### config.mk
export PLATFORM = sky130hd
export DESIGN_NAME = mem_bus_guard_flat
export DESIGN_NICKNAME = d
export VERILOG_FILES = /design/src/rtl/mem_bus_guard_pkg.sv /design/src/rtl/mem_bus_guard_if.sv /design/src/rtl/mem_bus_guard.sv /design/src/flat_wrapper.sv
export SDC_FILE = /design/constraint.sdc
export NUM_CORES = 1
export LEC_CHECK = 0
export ABC_AREA = 1
export CAP_MARGIN = 5
export CORE_ASPECT_RATIO = 1.4
export CORE_MARGIN = 2
export CORE_UTILIZATION = 41
export CTS_BUF_LIST = sky130_fd_sc_hd__clkbuf_4 sky130_fd_sc_hd__clkbuf_8
export DETAILED_ROUTE_END_ITERATION = 12
export GPL_ROUTABILITY_DRIVEN = 0
export PLACE_DENSITY = 0.85
export SYNTH_ARGS = -nofsm -noshare
export SYNTH_HDL_FRONTEND = slang
export SYNTH_SLANG_ARGS = --single-unit
### constraint.sdc
create_clock -name clk -period 1.5 [get_ports clk]
set_input_delay 0.3 -clock clk [delete_from_list [all_inputs] [get_ports clk]]
set_output_delay 0.3 -clock clk [all_outputs]
set_load 0.05 [all_outputs]
### src/rtl/mem_bus_guard_pkg.sv
// mem_bus_guard_pkg: shared state type, constants and helpers for the memory bus guard
package mem_bus_guard_pkg;

    // Word returned for aborted accesses; equals the illegal-instruction encoding so a dead fetch traps
    localparam logic [31:0] ILLEGAL_INSTR = 32'h0000_0000;

    typedef enum logic [1:0] {
        IDLE  = 2'd0,
        ISSUE = 2'd1,
        RESP  = 2'd2
    } state_t;

    function automatic logic [7:0] sat_inc8(input logic [7:0] v);
        return (v == 8'hff) ? v : v + 8'd1;
    endfunction

endpackage

### src/rtl/mem_bus_guard_if.sv
// mem_bus_guard_if: picorv32-style memory request/response bundle
interface mem_bus_guard_if;

    logic        valid;
    logic        instr;
    logic [31:0] addr;
    logic [31:0] wdata;
    logic [3:0]  wstrb;
    logic [31:0] rdata;
    logic        ready;

    modport master(output valid, instr, addr, wdata, wstrb, input rdata, ready);
    modport slave (input valid, instr, addr, wdata, wstrb, output rdata, ready);

endinterface

### src/rtl/mem_bus_guard.sv
// mem_bus_guard: registered CPU-to-decoder stage with a watchdog that aborts unanswered accesses
module mem_bus_guard
    import mem_bus_guard_pkg::*;
#(
    parameter int unsigned TIMEOUT_CYCLES = 255,
    parameter logic [31:0] ERROR_RDATA    = ILLEGAL_INSTR
) (
    input  logic            clk,
    input  logic            reset_n,
    mem_bus_guard_if.slave  cpu,
    mem_bus_guard_if.master bus,
    input  logic            clear_status,
    output logic            timeout_flag,
    output logic [31:0]     timeout_addr,
    output logic [7:0]      timeout_count
);

    localparam logic [15:0] TO_LAST = 16'(TIMEOUT_CYCLES - 1);

    state_t      state_q, state_d;
    logic [15:0] wd_q, wd_d;
    logic [31:0] rdata_q, rdata_d;
    logic        instr_q, instr_d;
    logic [31:0] addr_q, addr_d;
    logic [31:0] wdata_q, wdata_d;
    logic [3:0]  wstrb_q, wstrb_d;
    logic        flag_q, flag_d;
    logic [31:0] taddr_q, taddr_d;
    logic [7:0]  count_q, count_d;

    assign bus.valid     = (state_q == ISSUE);
    assign bus.instr     = instr_q;
    assign bus.addr      = addr_q;
    assign bus.wdata     = wdata_q;
    assign bus.wstrb     = wstrb_q;
    assign cpu.ready     = (state_q == RESP);
    assign cpu.rdata     = rdata_q;
    assign timeout_flag  = flag_q;
    assign timeout_addr  = taddr_q;
    assign timeout_count = count_q;

    // Next state: request capture, watchdog, response selection and sticky status (an abort overrides a same-cycle clear)
    always_comb begin
        state_d = state_q;
        wd_d    = wd_q;
        rdata_d = rdata_q;
        instr_d = instr_q;
        addr_d  = addr_q;
        wdata_d = wdata_q;
        wstrb_d = wstrb_q;
        flag_d  = clear_status ? 1'b0 : flag_q;
        taddr_d = clear_status ? 32'h0 : taddr_q;
        count_d = clear_status ? 8'h0 : count_q;
        case (state_q)
            IDLE: if (cpu.valid) begin
                instr_d = cpu.instr;
                addr_d  = cpu.addr;
                wdata_d = cpu.wdata;
                wstrb_d = cpu.wstrb;
                wd_d    = 16'h0;
                state_d = ISSUE;
            end
            ISSUE: begin
                wd_d = wd_q + 16'd1;
                if (bus.ready) begin
                    rdata_d = bus.rdata;
                    state_d = RESP;
                end else if (wd_q == TO_LAST) begin
                    rdata_d = ERROR_RDATA;
                    flag_d  = 1'b1;
                    taddr_d = addr_q;
                    count_d = sat_inc8(clear_status ? 8'h0 : count_q);
                    state_d = RESP;
                end
            end
            default: state_d = IDLE;
        endcase
    end

    // State and datapath registers with synchronous active-low reset
    always_ff @(posedge clk) begin
        if (!reset_n) begin
            state_q <= IDLE;
            wd_q    <= 16'h0;
            rdata_q <= 32'h0;
            instr_q <= 1'b0;
            addr_q  <= 32'h0;
            wdata_q <= 32'h0;
            wstrb_q <= 4'h0;
            flag_q  <= 1'b0;
            taddr_q <= 32'h0;
            count_q <= 8'h0;
        end else begin
            state_q <= state_d;
            wd_q    <= wd_d;
            rdata_q <= rdata_d;
            instr_q <= instr_d;
            addr_q  <= addr_d;
            wdata_q <= wdata_d;
            wstrb_q <= wstrb_d;
            flag_q  <= flag_d;
            taddr_q <= taddr_d;
            count_q <= count_d;
        end
    end

endmodule

### src/flat_wrapper.sv
// flat-port wrapper written by rule: the top's interface ports become plain ports
module mem_bus_guard_flat import mem_bus_guard_pkg::*;
#(
    parameter int unsigned TIMEOUT_CYCLES = 255,
    parameter logic [31:0] ERROR_RDATA    = ILLEGAL_INSTR
)
  (clk, reset_n, clear_status, timeout_flag, timeout_addr, timeout_count, cpu_valid, cpu_instr, cpu_addr, cpu_wdata, cpu_wstrb, cpu_rdata, cpu_ready, bus_valid, bus_instr, bus_addr, bus_wdata, bus_wstrb, bus_rdata, bus_ready);
  mem_bus_guard_if cpu_i ();
  mem_bus_guard_if bus_i ();
  input  logic clk;
  input  logic reset_n;
  input  logic clear_status;
  output logic timeout_flag;
  output logic [31:0] timeout_addr;
  output logic [7:0] timeout_count;
  input wire logic [$bits(cpu_i.valid)-1:0] cpu_valid;
  input wire logic [$bits(cpu_i.instr)-1:0] cpu_instr;
  input wire logic [$bits(cpu_i.addr)-1:0] cpu_addr;
  input wire logic [$bits(cpu_i.wdata)-1:0] cpu_wdata;
  input wire logic [$bits(cpu_i.wstrb)-1:0] cpu_wstrb;
  output wire logic [$bits(cpu_i.rdata)-1:0] cpu_rdata;
  output wire logic [$bits(cpu_i.ready)-1:0] cpu_ready;
  output wire logic [$bits(bus_i.valid)-1:0] bus_valid;
  output wire logic [$bits(bus_i.instr)-1:0] bus_instr;
  output wire logic [$bits(bus_i.addr)-1:0] bus_addr;
  output wire logic [$bits(bus_i.wdata)-1:0] bus_wdata;
  output wire logic [$bits(bus_i.wstrb)-1:0] bus_wstrb;
  input wire logic [$bits(bus_i.rdata)-1:0] bus_rdata;
  input wire logic [$bits(bus_i.ready)-1:0] bus_ready;
  assign cpu_i.valid = cpu_valid;
  assign cpu_i.instr = cpu_instr;
  assign cpu_i.addr = cpu_addr;
  assign cpu_i.wdata = cpu_wdata;
  assign cpu_i.wstrb = cpu_wstrb;
  assign cpu_rdata = cpu_i.rdata;
  assign cpu_ready = cpu_i.ready;
  assign bus_valid = bus_i.valid;
  assign bus_instr = bus_i.instr;
  assign bus_addr = bus_i.addr;
  assign bus_wdata = bus_i.wdata;
  assign bus_wstrb = bus_i.wstrb;
  assign bus_i.rdata = bus_rdata;
  assign bus_i.ready = bus_ready;
  mem_bus_guard #(.TIMEOUT_CYCLES(TIMEOUT_CYCLES), .ERROR_RDATA(ERROR_RDATA)) u_core (.clk(clk), .reset_n(reset_n), .cpu(cpu_i), .bus(bus_i), .clear_status(clear_status), .timeout_flag(timeout_flag), .timeout_addr(timeout_addr), .timeout_count(timeout_count));
endmodule
==> results.md <==
- Multi-input logic area: 0.003039 mm^2
- First-pass GRT wire length: 34,170 um
- Nature of the critical path startpoint: flip-flop
- Failing checks: setup timing
- Post-Layout Inst Area: 0.01177 mm^2
- Reg clk slew, reported paths: 0.10 ns
- Num CTS Buffers: 17
- Status: complete, but fails checks
- Worst-Skew Late Latency: 0.46 ns
- Yosys reg bits: 160
- DP Area: 0.01071 mm^2
- Antenna cells: 0
- Core box area: 0.01499 mm^2
- Post-Route WL: 23,750 um
- DRT antenna net count: 0
- Power per cell area: 892.5 mW/mm^2
- Critical path endpoint category: flip-flop
- Sequential area share after synthesis: 50.97%
- Fmax: 0.6352 GHz
- H-tree levels: 4
- Mapped Cells: 827
- Final Cycle Share: 105.0%
- Filler cell count in the final layout: 856
- Vias: 6,915
- Nets: 1,222
- I/O pins: 250
- Initial antenna violation count: 0
- Cell variety after synth: 30
- Slew @ Worst Pin: 0.4170 ns
- Mean Syn Cell Area: 7.599 um^2
- Final worst slack: -0.07427 ns
- Path type of the worst setup path: flip-flop to flip-flop
- Layout cell share with drive strength beyond 1: 33.01%
- Crit-path max FO: 6
- Post-Layout Cell Count: 1,319
- RSZ-0062 raised after global routing: yes
- # rows: 53
- Finish-stage setup viols: 30
- Hold_buf cts: 0
- Yosys warnings: 0
- Final Critical Period: 1.574 ns
- CTS tree: done
- Max IR drop VDD: 0.5378 mV
- # clock sinks: 160
- Placed instance count: 1,270
- Drt first pass iters: 5
- Root Driver: clkbuf_8
- Post-route DRC violation count: 0
- Vias in the first global route: 6,897
- Remaining global-route overflow: 0
- Final hold vios: 0
- WL/cell: 18.00 um
- Largest net degree at the start of global routing: 44
- Final core utilization: 78.51%
- GRT Total Usage: 26.72%
- Pleak: 4.655 nW
- Hold Path Class: input pin to flip-flop
- Post-DP HPWL: 15,670 um
- Critical path required time: 1.87 ns
- Iter 0 DRT Violations: 454
- Total Power: 10.50 mW
- Layout area overhead: 87.22%
- Worst Path Arrival: 1.95 ns
- Max Cap Viol: 0
- Min Hold Slack: 0.3703 ns
- Syn_nets: 935
- Final Skew: 0.01472 ns
- Vert. Die Dim: 150.5 um
- Clk buf depth: 2
- Max-slew headroom: 71.94%
- Die width: 108.6 um
- Die area: 0.01635 mm^2
- Post-synthesis cell area: 0.006285 mm^2
- Starting density of the core: 41.94%
- Port Buffers: 249
- Sequential Area: 0.003226 mm^2
- Final Slew Violations: 0
- DR vias/cell: 5.243
flip-flops by register name, summed over array words and instances, names as in the netlist:
name	cells
u_core.bus.wdata	32
u_core.timeout_count	8
u_core.timeout_addr	32
u_core.cpu.rdata	32
u_core.state_q	2
u_core.wd_q	16
u_core.bus.wstrb	4
u_core.timeout_flag	1
u_core.bus.instr	1
u_core.bus.addr	32
power breakdown:
| group | internal [mW] | total (mW) | switching, mW |
|---|---|---|---|
| combinational | 1.26 | 2.65 | 1.40 |
| sequential | 4.46 | 4.75 | 0.287 |
| clock | 1.27 | 3.10 | 1.83 |
through the flow:
stage	setup WS (ns)	setup TNS [ns]
after global placement	-0.2345	-13.65
after floorplan	-0.02079	-0.1871
after detailed placement	-0.3291	-18.67
final	-0.07427	-0.7648
after global routing	-0.1385	-4.349
after CTS	-0.01609	-0.04037
cell usage after synthesis (all sizes together):
cell	number	share of area (%)
nand4	5	0.50
a211oi	30	5.5
nand2	161	9.9
ha	2	0.40
clkinv	1	0.060
nor4	1	0.10
a21oi	53	4.2
nor2	209	13
a221oi	1	0.14
buf	11	1.4
or2	2	0.20
o22ai	1	0.10
o21ai	89	7.1
nor3b	1	0.12
o211a	1	0.16
a31oi	3	0.30
nand3	15	1.2
inv	39	2.3
clkbuf	39	2.3
dfxtp	160	51
nor3	3	0.24
final cells by class:
class / instances / share of cell area (%)
Timing Repair inverter: 1 / 0.09570
Tap cell: 192 / 2.042
Inverter: 40 / 1.382
Sequential cell: 160 / 27.41
Timing Repair Buffer: 317 / 40.06
Multi-Input combinational cell: 577 / 25.83
Clock buffer: 19 / 2.169
Clock inverter: 13 / 1.010
what timing repair did:
item / CTS / global route
gates resized for setup: 54 / 81
cloned: 3 / 6
endpoints found under the setup margin: 36 / 79
pin swaps: 15 / 18
buffers inserted: 7 / 3
routing by layer:
layer	global-route usage (%)	wire, um
met1	27.08	8164
met2	49.81	12980
met3	7.186	1737
met4	12.69	862
met5	0	0
critical path: stages (launching register included):
cell      delay [ns]
dfxtp_2         0.34
nor2_2          0.12
nand2_2         0.07
nor2_4          0.16
nand2_4         0.07
nor2_4          0.13
buf_12          0.15
inv_8           0.06
buf_16          0.14
a211oi_2        0.23
worst paths after layout:
kind,endpoint,slack (ns),cells after the start,startpoint
worst max-delay path,u_core.timeout_addr[19],-0.07,9,u_core.wd_q[15]
worst min-delay path,u_core.timeout_addr[26],0.37,4,reset_n
worst max register to register,u_core.timeout_addr[19],-0.07,9,u_core.wd_q[15]
worst min register to register,u_core.wd_q[15],0.49,2,u_core.wd_q[15]
cells by family after synthesis:
| kind of cell | after synthesis | share of synthesized area, % |
|---|---|---|
| compound gates | 178 | 17.50 |
| fa+ha+maj | 2 | 0.3981 |
| buf+inv | 90 | 6.092 |
| flops | 160 | 50.97 |
| simple gates | 397 | 25.04 |
placed cells by master (no fill, tap or decap), drive strengths merged:
master         instances
nor2                 209
buf                  209
nand2                161
dfxtp                160
clkdlybuf4s50        104
o21ai                 89
a21oi                 53
inv                   47
a211oi                30
clkbuf                23
nand3                 15
nand4                  5
clkinv                 5
a31oi                  3
nor3                   3
clkinvlp               2
or2                    2
ha                     2
o22ai                  1
nor4                   1
o211a                  1
a221oi                 1
nor3b                  1
Note: power is estimated with default switching activity, not from simulation.
